**config.mk**
```make
export PLATFORM = sky130hd
export DESIGN_NAME = wqe_dispatch
export DESIGN_NICKNAME = d
export VERILOG_FILES = /design/src/rtl/wqe_dispatch_pkg.sv /design/src/rtl/wqe_credit_counter.sv /design/src/rtl/wqe_dispatch.sv
export SDC_FILE = /design/constraint.sdc
export NUM_CORES = 1
export LEC_CHECK = 0
export CORE_UTILIZATION = 46
export DETAILED_ROUTE_END_ITERATION = 7
export GPL_TIMING_DRIVEN = 0
export HOLD_SLACK_MARGIN = 0.1
export MAX_ROUTING_LAYER = met4
export PLACE_DENSITY = 0.73
export SLEW_MARGIN = 40
export SYNTH_ARGS = -nofsm -noshare
export SYNTH_HDL_FRONTEND = slang
export SYNTH_HIERARCHICAL = 1
export SYNTH_SLANG_ARGS = --single-unit
```
**constraint.sdc**
```tcl
create_clock -name clock -period 3.8 [get_ports clock]
set_input_delay 0.57 -clock clock [delete_from_list [all_inputs] [get_ports clock]]
set_output_delay 0.57 -clock clock [all_outputs]
set_load 0.01 [all_outputs]
```
**src/rtl/wqe_dispatch_pkg.sv**
```systemverilog
// Shared definitions for the work-queue dispatcher: WQE layout, descriptor
// register map, control-word layout and FSM state encoding.
package wqe_dispatch_pkg;

  // Work-queue head entry, MSB first. dataLen[0] is the most significant length.
  typedef struct packed {
    logic [4:0]      opcode;
    logic [2:0]      dataNum;
    logic [7:0]      tid;
    logic [0:3][8:0] dataLen;
    logic [63:0]     descAddr;
  } wqe_t;

  localparam int WQE_W = $bits(wqe_t);

  localparam logic [2:0] MAX_SEGMENTS = 3'd4;

  // Descriptor register offsets within the DMA controller window.
  localparam logic [7:0] REG_ADDR_LO = 8'h00;
  localparam logic [7:0] REG_ADDR_HI = 8'h04;
  localparam logic [7:0] REG_CTL     = 8'h08;

  // Control word written to REG_CTL, MSB first.
  typedef struct packed {
    logic [4:0] opcode;
    logic [7:0] tid;
    logic       last;
    logic [1:0] segIdx;
    logic [6:0] rsvd;
    logic [8:0] len;
  } ctlWord_t;

  typedef enum logic [2:0] {
    IDLE   = 3'd0,
    WR_LO  = 3'd1,
    WR_HI  = 3'd2,
    WR_CTL = 3'd3,
    NEXT   = 3'd4
  } dispState_t;

endpackage

```
**src/rtl/wqe_credit_counter.sv**
```systemverilog
// Tracks descriptors the DMA engine can still accept: issue consumes a
// credit, done returns one, both together cancel, and the count saturates.
module wqe_credit_counter #(
  parameter int  MAX_CREDIT = 8,
  localparam int CNT_W      = $clog2(MAX_CREDIT + 1)
) (
  input  logic             clock,
  input  logic             reset,
  input  logic             issue,
  input  logic             done,
  output logic [CNT_W-1:0] count
);

  localparam logic [CNT_W-1:0] FULL = CNT_W'(MAX_CREDIT);

  // NOTE: sequential state is only ever assigned with <= so every flop
  // samples the pre-edge values of its neighbours.
  always_ff @(posedge clock or negedge reset) begin
    if (!reset) begin
      count <= FULL;
    end else if (issue && !done) begin
      if (count != '0) count <= count - 1'b1;
    end else if (done && !issue) begin
      if (count < FULL) count <= count + 1'b1;
    end
  end

endmodule

```
**src/rtl/wqe_dispatch.sv**
```systemverilog
// Pops WQEs from a show-ahead FIFO and writes one LO/HI/CTL descriptor
// triplet per segment to the DMA controller, gated by outstanding credit.
module wqe_dispatch
  import wqe_dispatch_pkg::*;
#(
  parameter logic [7:0] DESC_BASE  = 8'h00,
  parameter int         MAX_CREDIT = 8
) (
  input  logic             clock,
  input  logic             reset,
  input  logic [WQE_W-1:0] wqeData,
  input  logic             wqeEmpty,
  output logic             wqePop,
  output logic             dscChipSelect,
  output logic             dscWrite,
  output logic [7:0]       dscAddress,
  output logic [31:0]      dscWriteData,
  output logic [3:0]       dscByteEnable,
  input  logic             dscWaitRequest,
  input  logic             dmaDone,
  output logic             busy,
  output logic [7:0]       errCount
);

  localparam int CREDIT_W = $clog2(MAX_CREDIT + 1);

  dispState_t          state, stateNext;
  wqe_t                head;
  logic                headValid;
  logic                armed;
  logic [4:0]          opcode;
  logic [2:0]          dataNum;
  logic [7:0]          tid;
  logic [0:3][8:0]     dataLen;
  logic [63:0]         segAddr;
  logic [1:0]          segIdx;
  logic [8:0]          curLen;
  logic                lastSeg;
  ctlWord_t            ctlWord;
  logic                creditIssue;
  logic [CREDIT_W-1:0] credit;

  assign head      = wqe_t'(wqeData);
  assign headValid = (head.dataNum != 3'd0) && (head.dataNum <= MAX_SEGMENTS);
  assign curLen    = dataLen[segIdx];
  assign lastSeg   = ({1'b0, segIdx} == (dataNum - 3'd1));

  always_comb begin
    ctlWord        = '0;
    ctlWord.opcode = opcode;
    ctlWord.tid    = tid;
    ctlWord.last   = lastSeg;
    ctlWord.segIdx = segIdx;
    ctlWord.len    = curLen;
  end

  wqe_credit_counter #(
    .MAX_CREDIT (MAX_CREDIT)
  ) u_credit (
    .clock (clock),
    .reset (reset),
    .issue (creditIssue),
    .done  (dmaDone),
    .count (credit)
  );

  // NOTE: every signal driven here gets a default first, so no path through
  // the case statement can leave one unassigned and infer a latch.
  always_comb begin
    stateNext     = state;
    wqePop        = 1'b0;
    dscChipSelect = 1'b0;
    dscAddress    = '0;
    dscWriteData  = '0;
    creditIssue   = 1'b0;
    unique case (state)
      IDLE: begin
        // armed keeps the pop strobe quiet until the first edge after reset.
        if (armed && !wqeEmpty) begin
          wqePop    = 1'b1;
          stateNext = headValid ? WR_LO : IDLE;
        end
      end
      WR_LO: begin
        if (credit != '0) begin
          dscChipSelect = 1'b1;
          dscAddress    = DESC_BASE + REG_ADDR_LO;
          dscWriteData  = segAddr[31:0];
          if (!dscWaitRequest) stateNext = WR_HI;
        end
      end
      WR_HI: begin
        dscChipSelect = 1'b1;
        dscAddress    = DESC_BASE + REG_ADDR_HI;
        dscWriteData  = segAddr[63:32];
        if (!dscWaitRequest) stateNext = WR_CTL;
      end
      WR_CTL: begin
        dscChipSelect = 1'b1;
        dscAddress    = DESC_BASE + REG_CTL;
        dscWriteData  = ctlWord;
        if (!dscWaitRequest) begin
          creditIssue = 1'b1;
          stateNext   = NEXT;
        end
      end
      NEXT: begin
        stateNext = lastSeg ? IDLE : WR_LO;
      end
      default: stateNext = IDLE;
    endcase
  end

  // NOTE: the segment-length array is reset like every other register so an
  // abandoned WQE leaves no stale context behind.
  always_ff @(posedge clock or negedge reset) begin
    if (!reset) begin
      state    <= IDLE;
      armed    <= 1'b0;
      opcode   <= '0;
      dataNum  <= '0;
      tid      <= '0;
      dataLen  <= '0;
      segAddr  <= '0;
      segIdx   <= '0;
      errCount <= '0;
    end else begin
      state <= stateNext;
      armed <= 1'b1;
      if (wqePop) begin
        opcode  <= head.opcode;
        dataNum <= head.dataNum;
        tid     <= head.tid;
        dataLen <= head.dataLen;
        segAddr <= head.descAddr;
        segIdx  <= '0;
        if (!headValid && errCount != 8'hff) errCount <= errCount + 1'b1;
      end
      if (state == NEXT) begin
        segAddr <= segAddr + {53'd0, curLen, 2'b00};
        segIdx  <= segIdx + 1'b1;
      end
    end
  end

  assign dscWrite      = dscChipSelect;
  assign dscByteEnable = 4'hf;
  assign busy          = (state != IDLE);

endmodule
```
==> metrics.md <==
| Metric | Value |
|---|---|
| Critical Path Fanout Max | `7` |
| Total grt overflow | `0` |
| Initial DRT Pass Iterations | `8` |
| Die area | `0.0175 mm²` |
| Setup crit end kind | `register` |
| Drc violations | `0` |
| Hold Path Sink | `dataLen[30]$_DFFE_PN0P_` |
| Drt total wl | `27400 µm` |
| Via-per-instance ratio | `5.91` |
| Row count | `47` |
| First-pass GRT wire length | `41400 µm` |
| Setup Crit Path Kind | `reg2reg` |
| Synthesized area per cell | `8.52 µm²` |
| Gpl congestion | `1.03` |
| Slew Limit Fails | `0` |
| Largest stage delay, worst path | `0.55 ns` |
| Hold Startpoint | `dataLen[30]$_DFFE_PN0P_` |
| RSZ-0062 raised after global routing | `false` |
| Yosys top cell area share | `42.6%` |
| Die W | `132 µm` |
| Mapped Area | `0.00782 mm²` |
| Synth area leader | `dfrtp_1` |
| CP dominant cell by count | `buf_4` |
| Slowest-stage cell, CP | `mux4_2` |
| Count of flip-flops with a built-in enable after synthesis | `0` |
| Hold Vio Cnt, Final | `0` |
| R2R Path End | `segAddr[60]$_DFFE_PN0P_` |
| I/O pin count | `177` |
| Clk slew on worst S/H paths | `0.06 ns` |
| Largest net degree at the start of global routing | `65` |
| Actual slew at the worst max-slew pin | `0.889 ns` |
| Async set-or-reset flop fraction in the synthesized netlist | `100%` |
| Core area | `0.0166 mm²` |
| CTS tree | `yes` |
| Layout Area Growth over Synthesis | `33.8%` |
| Number of diodes | `0` |
| Status | `finished, final reports clean` |
| Num CTS Buffers | `17` |
| Setup slack, reg-to-reg | `0.10 ns` |
| Ys flop type | `dfrtp_1` |
| Tmin final | `3.70 ns` |
| DRT iter0 DRCs | `1026` |
| Cell depth of the worst flop-to-flop path | `13` |
| Endpoints failing setup | `0` |
| Layout Skew | `0.00994 ns` |
| Filler Cell Count | `1483` |
| Worst EP required | `4.09 ns` |
| Setup TNS | `0 ns` |
| Cells after Synth | `918` |
| Yosys cell types | `68` |
| Initial antenna violation count | `0` |
| Leakage | `0.00457 µW` |
| Root Driver | `clkbuf_16` |
| Hold depth | `2` |
| # H-tree levels | `4` |
| Top area cells in the synthesized netlist | `dfrtp_1 43%, nand2_1 11%, nor2_1 3.0%` |
| CP Launch Type | `register` |
| Final Net Count | `1254` |
| DR vias | `7978` |
| Tcrit/Tclk final | `97.3%` |
| Clock Path Buffers | `2` |
| Vias in the first global route | `7301` |
| Register area share after synthesis | `42.9%` |
| DP HPWL | `20100 µm` |
| Layout cells sized above 1 | `8.68%` |
| Max VDD drop | `0.000402 V` |
| Pwr per Cell Area | `816 mW/mm²` |
| Chip Height | `132 µm` |
| Max-capacitance violation count | `0` |
| Port Buffers | `166` |
| Max-slew headroom | `40.6%` |
| Initial Utilization | `47.1%` |
| Cells along the critical path | `buf_4, buf_4, mux4_2, ha_1, fa_1, a21o_1, a221o_1, a22oi_2, buf_4, buf_4, nor3_4, a211oi_1, a311oi_1` |
| Hold WC Path Type | `reg2reg` |
| CP arrival | `3.98 ns` |
| Synth Register Bits | `134` |
| Avg WL per Cell | `20.3 µm` |
| Routed Antenna Nets | `0` |
| F_max | `270 MHz` |
| Synth Warn # | `6` |
| Layout Utilization | `63.1%` |
| Total track usage | `32.2%` |
| Clock Sinks | `134` |
| Clk_lat worst skew | `0.43 ns` |
| Reg2reg start | `segIdx[0]$_DFFE_PN0P_` |
-- timing repair --
action / CTS / global route
setup endpoints to repair: 60 / 41
gates resized for setup: 11 / 17
buffers inserted: 0 / 2
hold endpoints to repair: 32 / 0
hold buffers: 1 / 0
pin swaps: 0 / 1
-- cell type report --
| class | count | area, µm² | area share, % |
|---|---|---|---|
| buffer | 66 | 328 | 3.13 |
| clock buffer | 19 | 433 | 4.14 |
| clock inverter | 11 | 81.3 | 0.777 |
| inverter | 33 | 124 | 1.18 |
| multi-input combinational | 694 | 4110 | 39.3 |
| sequential | 134 | 3360 | 32.1 |
| tap | 220 | 275 | 2.63 |
| timing repair buffer | 172 | 1750 | 16.8 |
-- power by group --
group	leakage [µW]	internal [µW]	total (µW)	switching [µW]
Clock	0.000245	826	1470	644
Sequential	0.00162	2080	2780	706
Combinational	0.00271	1940	4290	2350
Total	0.00457	4840	8540	3700
-- flip-flops by register name, summed over array words and instances (netlist names) --
signal / flops
segIdx: 2
errCount: 8
u_credit/count: 4
state: 3
segAddr: 64
tid: 8
dataNum: 3
opcode: 5
armed: 1
dataLen: 36
-- logic make-up after synthesis --
group / Yosys count / share of synthesized area (%)
and+or+nand+nor: 439 / 25.6
AOI/OAI and AO/OA: 192 / 17.6
DFF: 134 / 42.9
buffers and inverters: 99 / 5.44
xor gates and xnor gates: 24 / 2.69
adders and majority gates: 15 / 2.50
muxes: 13 / 3.10
other: 2 / 0.0961
-- worst max-delay path, delay by kind of cell, from the launching register on --
family / cells / cell delay (ns)
DFF: 1 / 0.43
and+or+nand+nor: 1 / 0.06
buffers and inverters: 4 / 0.67
AOI/OAI and AO/OA: 5 / 1.16
adders and majority gates: 2 / 0.69
muxes: 1 / 0.55
-- layout by cell type, fill, tap and decap left out, types with 5 or more instances in the layout --
cell,count
nand2_1,230
nand3_1,37
a211oi_1,20
inv_1,33
and3_1,17
or3_1,10
clkdlybuf4s50_1,165
o311ai_0,7
dfrtp_1,132
a222oi_1,15
xor2_1,12
clkbuf_1,26
xnor2_1,12
mux4_2,9
conb_1,11
ha_1,14
a311oi_1,5
clkbuf_2,8
clkbuf_16,17
nor3_1,28
buf_2,8
nor4_1,5
nand4_1,17
a21o_1,6
buf_1,11
o21ai_0,20
nor2_1,63
o22ai_1,12
a22oi_1,20
a21oi_1,31
o211ai_1,15
a22o_1,8
buf_4,17
a31oi_1,5
-- Yosys cell counts (all sizes together), types with 14 or more instances --
library cell	n
a211oi	20
a21oi	31
a222oi	15
a22oi	21
and3	17
buf	33
clkbuf	33
dfrtp	133
ha	14
inv	33
nand2	230
nand3	37
nand4	18
nor2	63
nor3	31
o211ai	15
o21ai	22
-- worst max-delay path by stage --
stage / cells past startpoint / endpoint / slack [ns] / start
floorplan: 11 / segAddr[54]$_DFFE_PN0P_ / 0.22 / segIdx[0]$_DFFE_PN0P_
global placement: 1 / errCount[5]$_DFFE_PN0P_ / -3.44 / reset
detailed placement: 12 / segAddr[54]$_DFFE_PN0P_ / -0.52 / segIdx[0]$_DFFE_PN0P_
CTS: 11 / segAddr[17]$_DFFE_PN0P_ / 0.02 / segIdx[0]$_DFFE_PN0P_
global route: 9 / wqePop / 0.007 / state[0]$_DFFE_PN0P_
finish: 13 / segAddr[60]$_DFFE_PN0P_ / 0.10 / segIdx[0]$_DFFE_PN0P_
-- metrics by stage --
stage	area [µm²]	worst slack [ns]	std cells	total power, µW	hold WS [ns]
final	10500	0.101	1349	8540	0.473
after global routing	10500	0.00677	1349	9030	0.493
after CTS	10400	0.0215	1347	8460	0.473
after detailed placement	9870	-0.519	1316	6950	0.453
after global placement	9790	-3.44	1313	6850	0.454
after floorplan	7850	0.220	927	5180	0.274
-- metal layers --
metal	vias up	GRT usage [%]	wire (µm)
met3	59	5.57	2580
met1	3793	43.7	11600
li1	3667	-	-
met4	0	11.0	816
met5	-	-	0
met2	459	48.7	12500
Power figures use the tool's default switching activity.
